===== config.mk =====
export PLATFORM = sky130hd
export DESIGN_NAME = cc_miss_req_scheduler
export DESIGN_NICKNAME = d
export VERILOG_FILES = /design/src/rtl/cc_miss_req_scheduler.sv
export SDC_FILE = /design/constraint.sdc
export NUM_CORES = 1
export LEC_CHECK = 0
export CAP_MARGIN = 20
export CORE_ASPECT_RATIO = 0.7
export CORE_MARGIN = 1
export CORE_UTILIZATION = 32
export DETAILED_ROUTE_END_ITERATION = 12
export HOLD_SLACK_MARGIN = 0.02
export PLACE_DENSITY = 0.77
export SYNTH_ARGS = -nofsm -noshare
export SYNTH_HDL_FRONTEND = slang
export SYNTH_SLANG_ARGS = --single-unit
export TNS_END_PERCENT = 20

===== constraint.sdc =====
create_clock -name clk -period 1.9 [get_ports clk]
set_input_delay 0.38 -clock clk [delete_from_list [all_inputs] [get_ports clk]]
set_output_delay 0.38 -clock clk [all_outputs]
set_load 0.05 [all_outputs]

===== src/rtl/cc_miss_req_scheduler.sv =====
// Miss request scheduler: accepts one cache miss at a time, issues one 8x64-bit WRAP AR per miss
// and pushes the miss address to the fill FIFO. Optional stats counters under CC_MISS_STATS_EN.
module cc_miss_req_scheduler #(
   parameter int MAX_OUTST = 4,
   parameter int CNT_W     = 3
) (
   input  logic             clk,
   input  logic             rst_n,
   input  logic             miss_req_valid_i,
   input  logic [31:0]      miss_req_addr_i,
   output logic             miss_req_ready_o,
   output logic             mem_arvalid_o,
   input  logic             mem_arready_i,
   output logic [31:0]      mem_araddr_o,
   output logic [3:0]       mem_arlen_o,
   output logic [2:0]       mem_arsize_o,
   output logic [1:0]       mem_arburst_o,
   input  logic             mem_rvalid_i,
   input  logic             mem_rready_i,
   input  logic             mem_rlast_i,
   input  logic             miss_addr_fifo_full_i,
   output logic             miss_addr_fifo_wren_o,
   output logic [31:0]      miss_addr_fifo_wdata_o,
   output logic [CNT_W-1:0] outst_cnt_o,
   output logic             underflow_o,
`ifdef CC_MISS_STATS_EN
   output logic [15:0]      stat_miss_cnt_o,
   output logic [15:0]      stat_stall_cnt_o,
`endif
   output logic             dbg_state_o
);

   // Handshakes: a transfer happens on a rising edge where valid && ready are both high;
   // once raised, arvalid and araddr stay stable until that edge.

   typedef enum logic {S_IDLE = 1'b0, S_REQ = 1'b1} state_t;

   localparam logic [CNT_W-1:0] LP_MAX = CNT_W'(MAX_OUTST);

   state_t           r_state;
   state_t           w_state_nxt;
   logic             r_arvalid;
   logic             r_wren;
   logic [31:0]      r_addr;
   logic [CNT_W-1:0] r_cnt;
   logic             r_underflow;
   logic             w_ready;
   logic             w_accept;
   logic             w_ar_hs;
   logic             w_rlast;

   assign w_accept = miss_req_valid_i && w_ready;
   assign w_ar_hs  = r_arvalid && mem_arready_i;
   assign w_rlast  = mem_rvalid_i && mem_rready_i && mem_rlast_i;

   always_ff @(posedge clk) begin
      if (!rst_n) r_state <= S_IDLE;
      else        r_state <= w_state_nxt;
   end

   // The full flag only matters at accept; the FIFO reserves a slot once it reports !full.
   always_comb begin
      w_state_nxt = r_state;
      w_ready     = 1'b0;
      case (r_state)
         S_IDLE: begin
            w_ready = (r_cnt < LP_MAX) && !miss_addr_fifo_full_i;
            if (miss_req_valid_i && w_ready) w_state_nxt = S_REQ;
         end
         S_REQ: begin
            if (w_ar_hs) w_state_nxt = S_IDLE;
         end
         default: w_state_nxt = S_IDLE;
      endcase
   end

   always_ff @(posedge clk) begin
      if (!rst_n) begin
         r_arvalid <= 1'b0;
         r_wren    <= 1'b0;
         r_addr    <= 32'd0;
      end else begin
         r_wren <= w_accept;
         if (w_accept) begin
            r_addr    <= miss_req_addr_i;
            r_arvalid <= 1'b1;
         end else if (w_ar_hs) begin
            r_arvalid <= 1'b0;
         end
      end
   end

   // Accept and rlast together cancel out, so an rlast paired with an accept never underflows.
   always_ff @(posedge clk) begin
      if (!rst_n) begin
         r_cnt       <= '0;
         r_underflow <= 1'b0;
      end else begin
         case ({w_accept, w_rlast})
            2'b10: r_cnt <= r_cnt + CNT_W'(1);
            2'b01: begin
               if (r_cnt == '0) r_underflow <= 1'b1;
               else             r_cnt       <= r_cnt - CNT_W'(1);
            end
            default: r_cnt <= r_cnt;
         endcase
      end
   end

`ifdef CC_MISS_STATS_EN
   logic [15:0] r_stat_miss;
   logic [15:0] r_stat_stall;

   always_ff @(posedge clk) begin
      if (!rst_n) begin
         r_stat_miss  <= 16'd0;
         r_stat_stall <= 16'd0;
      end else begin
         if (w_ar_hs && (r_stat_miss != 16'hFFFF)) r_stat_miss <= r_stat_miss + 16'd1;
         if (miss_req_valid_i && !w_ready && (r_stat_stall != 16'hFFFF))
            r_stat_stall <= r_stat_stall + 16'd1;
      end
   end

   assign stat_miss_cnt_o  = r_stat_miss;
   assign stat_stall_cnt_o = r_stat_stall;
`endif

   assign miss_req_ready_o       = w_ready;
   assign mem_arvalid_o          = r_arvalid;
   assign mem_araddr_o           = {r_addr[31:3], 3'b000};
   assign mem_arlen_o            = 4'd7;
   assign mem_arsize_o           = 3'd3;
   assign mem_arburst_o          = 2'b10;
   assign miss_addr_fifo_wren_o  = r_wren;
   assign miss_addr_fifo_wdata_o = r_addr;
   assign outst_cnt_o            = r_cnt;
   assign underflow_o            = r_underflow;
   assign dbg_state_o            = (r_state == S_REQ);

endmodule


Word level (Yosys, flattened, before mapping)

Cells that the tools add are included.

$add $sub $neg: 2
Order comparisons: 1
Equal/unequal tests: 3
Mux-type cells: 8
Bitwise gates (word level): 1
Reductions and logical operators: 12

Operators by type and width:

| operator              | count |
|---|---|
| $logic_and A1 B1 Y1   | 6 |
| $pmux W3 S2           | 1 |
| $mux W1               | 5 |
| $reduce_and A2 Y1     | 2 |
| $reduce_bool A2 Y1    | 2 |
| $add A3 B1 Y3 const B | 1 |
| $logic_not A3 Y1      | 1 |
| $lt A3 B3 Y1 const B  | 1 |
| $mux W3               | 1 |
| $sub A3 B1 Y3 const B | 1 |
| $eq A2 B1 Y1 const B  | 1 |
| $eq A2 B2 Y1 const B  | 1 |
| $ne A2 B2 Y1 const B  | 1 |
| $pmux W1 S2           | 1 |
| $logic_not A1 Y1      | 1 |
| $not A1 Y1            | 1 |

Register bits: 39
Input bits: 40
Output and inout bits: 81
Logic and storage cells: 33

Logic depth before layout (Yosys ltp)

Depth in word-level cells: 7
Depth in mapped cells: 8
Mapped depth without buffers: 7

Worst setup path before layout

OpenSTA, ideal clock, no wires.

Path type: register to register
Start: register r_cnt[2] (netlist: outst_cnt_o[2])
End: register r_cnt[1] (netlist: outst_cnt_o[1])
Setup time: 132 ps
Data arrival time: 2043 ps
Required time: 1768 ps
Slack: -275 ps
Cell stages (with the launch flop): 9
Path buffers: 1
Clock period less this slack: 2175 ps
Cell sequence: dfxtp_1 buf_6 nor4b_4 nor2_1 xor2_1 ha_1 a21o_1 a22oi_2 a21oi_1

Longest elaborated chain between the ends: 7
Elaborated cells between the ends (all ways): 11
Classes of those cells: order compare (1); eq/ne (3); mux (2); reduce/logical (5)

Ends and longest elaborated chain:

| item                                                                | line | text |
|---|---|---|
| start, declared                                                     | 45   | `logic [CNT_W-1:0] r_cnt;` |
| start signal, assigned                                              | 100  | `2'b10: r_cnt <= r_cnt + CNT_W'(1);` |
| start signal, assigned                                              | 103  | `else r_cnt <= r_cnt - CNT_W'(1);` |
| start signal, assigned                                              | 105  | `default: r_cnt <= r_cnt;` |
| $lt A3 B3 Y1                                                        | 67   | `w_ready = (r_cnt < LP_MAX) && !miss_addr_fifo_full_i;` |
| $logic_and A1 B1 Y1                                                 | 67   |  |
| $mux W1                                                             | 65   | `case (r_state)` |
| $logic_and A1 B1 Y1                                                 | 52   | `assign w_accept = miss_req_valid_i && w_ready;` |
| $eq A2 B1 Y1 or $eq A2 B2 Y1 (tied branches)                        | 99   | `case ({w_accept, w_rlast})` |
| $ne A2 B2 Y1 (no source line) or $reduce_bool A2 Y1 (tied branches) | -    |  |
| $reduce_and A2 Y1 (no source line)                                  | -    |  |

Several ways; a longest one is shown, not always the timed one.
A chain may end at the register's enable or synchronous reset.

Worst setup path after layout

Start: register r_addr[22] (netlist: miss_addr_fifo_wdata_o[22])
End: output mem_araddr_o[22]

RTL lines:

| item                   | line | text |
|---|---|---|
| start, declared        | 44   | `logic [31:0] r_addr;` |
| start signal, assigned | 85   | `r_addr <= miss_req_addr_i;` |
| end, declared          | 14   | `output logic [31:0] mem_araddr_o,` |

No word-level cell between the ends.

==> impl_metrics.toml <==
[placed_design]
dp_hpwl_um = 3160
place.gp.congestion = 0.771
io_buffers = 108

[die]
die_w_um = 91.1
dieArea_um2 = 5860
die_h_um = 64.4
core-area_um2 = 5290
io_pins = 121
placementRows = 22
initial_utilization_pct = 33.6

[status]
status = "complete, no violations"

[drt]
routed_via_density = 4.36
drt_wl_total_um = 4330
firstDrtPassIters = 4
route.detailed.drc = 0
vias = 1629
ant_nets = 0
drt_iter0_drc = 49
wl_per_cell_um = 11.6

[layout]
n_antenna_cell = 0
final_cell_mix = "95 x clkdlybuf4s50_1, 68 x nand2_1, 38 x dfxtp_1"
final_common_cell = "clkdlybuf4s50_1"
area_growth_pct = 57.8
nets = 342
drive_gt1_share_pct = 9.60
fillers = 511

[yosys]
synth_ff_type = "dfxtp_1"
synth-edff-count = 0
yosysUniqueCellTypes = 27
ys_seq_area_share_pct = 43.9
postSynthRegisterBits = 39
ys_top_cells_by_area = "dfxtp_1 44%, buf_4 17%, nand2_1 14%"
synth_area_um2 = 1780
synth_cells = 223
synth_top_area_share_pct = 43.9
synth_async_sr_flop_share_pct = 0
synth_top_cell_by_area = "dfxtp_1"
synth.avg_cell_area_um2 = 7.97
synth_warnings = 0

[worst_setup_path]
cp-start-kind = "flip-flop"
crit_cells = 1
crit_chain = "clkdlybuf4s50_1"
criticalPathCategory = "reg2out"
endpoint_kind = "output port"
crit_path_max_incr_delay_ns = 0.82
cp_num_buf_inv = 1
critPathSlowestCell = "clkdlybuf4s50_1"
crit_required_ns = 1.52
crit_fanout = 3
ff2ff_path_depth = 7
crit_arrival_ns = 1.47
crit_family = "buffers and inverters"

[sta]
drv_slew = 0
worst_pin_slew_ns = 0.518
timing.fmax_mhz = 541
hold-worst-slack_ns = 0.457
period_share_pct = 97.3
finalCriticalPeriod_ns = 1.85
fin_tns_setup_ns = 0
hold_violations = 0
max-slew-margin-rel_pct = 65.4
rsz0062_at_grt = "true"
setup_viol = 0
finClkSkew_ns = 0.00380

[power]
power_frac_clock_pct = 27.8
swShare_pct = 33.8
leakagePower_nw = 1.12
internal_power_w = 0.00143
cellPowerDensity_nw_per_um2 = 769
pwr-share-seq_pct = 41.4
combPwrFrac_pct = 30.7
vdd_drop_max_uv = 313
p_sw_w = 0.000728
totalPowerFinal_w = 0.00216

[cts]
htreeDepth = 2
cts_tree = "done"
numCtsBuffers = 5
clockBufferDepth = 2
post-cts-setup-buffers = 0
cts.sinks = 39
cts_root_buf = "clkbuf_8"
cts_hold_buf = 0
insertion_delay_ns = 0.28
path_clk_slew_ns = 0.07

[global_routing]
overflow = 0
grt_pass1_vias = 1391
grt_use_total_pct = 14.8
grt_antenna_before_repair = 0
grt_pass1_wl_um = 6720
grt_max_degree = 39

[min_path]
holdPathStages = 2
hold_path_class = "reg2reg"

[run]
max_cap_violations = 0
[cell usage after synthesis (2+ instances only)]
master,count
nor3_1,2
a21o_1,2
a21oi_1,36
buf_4,41
nand2_1,68
nor2_1,4
conb_1,2
clkbuf_1,5
dfxtp_1,39
buf_2,7
[per-layer routing]
metal | track usage (%) | up-vias | routed length (um)
li1 | - | 820 | -
met1 | 17.9 | 731 | 1920
met2 | 24.5 | 73 | 1980
met3 | 5.36 | 5 | 389
met4 | 4.76 | 0 | 36
met5 | 0 | - | 0
[registers in the layout, indices dropped and copies added, names as in the netlist]
register and cells:
dbg_state_o 1, mem_arvalid_o 1, miss_addr_fifo_wdata_o 32, miss_addr_fifo_wren_o 1
outst_cnt_o 3, underflow_o 1
[layout make-up]
type	count	area, um2	share of cell area (%)
Multi-Input combinational cell	139	674	24.0
Sequential cell	39	782	27.9
Tap cell	72	90.1	3.21
Inverter	1	3.75	0.134
Timing Repair Buffer	115	1150	41.2
Clock buffer	8	100	3.57
[what timing repair did]
item / in CTS / in global routing
cloned: 0 / 0
endpoints found under the setup margin: 3 / 7
pin swaps: 1 / 3
resized for setup: 1 / 7
[power groups by stage]
stage	Clock, W	Sequential (W)	Combinational [W]
floorplan	0	0.00105	0.000333
global placement	0	0.000910	0.000658
detailed placement	0	0.000912	0.000663
CTS	0.000631	0.000894	0.000666
global route	0.000668	0.000899	0.000696
finish	0.000600	0.000893	0.000663
[stage by stage]
| stage | utilization (%) | instance area, um2 | setup slack, ns | std cells |
|---|---|---|---|---|
| 6_report | 53.1 | 2810 | 0.0515 | 374 |
| 5_1_grt | 53.1 | 2810 | -0.00874 | 374 |
| 4_1_cts | 52.7 | 2790 | 0.000467 | 374 |
| 3_5_place_dp | 50.7 | 2680 | -0.349 | 366 |
| 3_3_place_gp | 50.7 | 2680 | -0.290 | 366 |
| 2_1_floorplan | - | 1820 | -0.0973 | 233 |
[cell families (layout without fill, tap and decap cells)]
| logic type | Yosys count | in the layout | synth area share, % |
|---|---|---|---|
| AND/OR/NAND/NOR | 80 | 80 | 19.1 |
| flip-flops | 39 | 39 | 43.9 |
| adder cells (fa/ha/maj) | 1 | 1 | 0.704 |
| XOR/XNOR | 1 | 1 | 0.493 |
| buffers and inverters | 55 | 124 | 21.2 |
| AO/OA/AOI/OAI | 45 | 45 | 14.1 |
| other | 2 | 12 | 0.422 |
[worst paths after layout]
path | start | to | slack [ns]
max | miss_addr_fifo_wdata_o[22] | mem_araddr_o[22] | 0.05
min | miss_addr_fifo_wdata_o[0] | miss_addr_fifo_wdata_o[0] | 0.46
max reg2reg | dbg_state_o | outst_cnt_o[1] | 0.24
min reg2reg | miss_addr_fifo_wdata_o[0] | miss_addr_fifo_wdata_o[0] | 0.46
No activity file was read; power rests on OpenSTA's default activity.
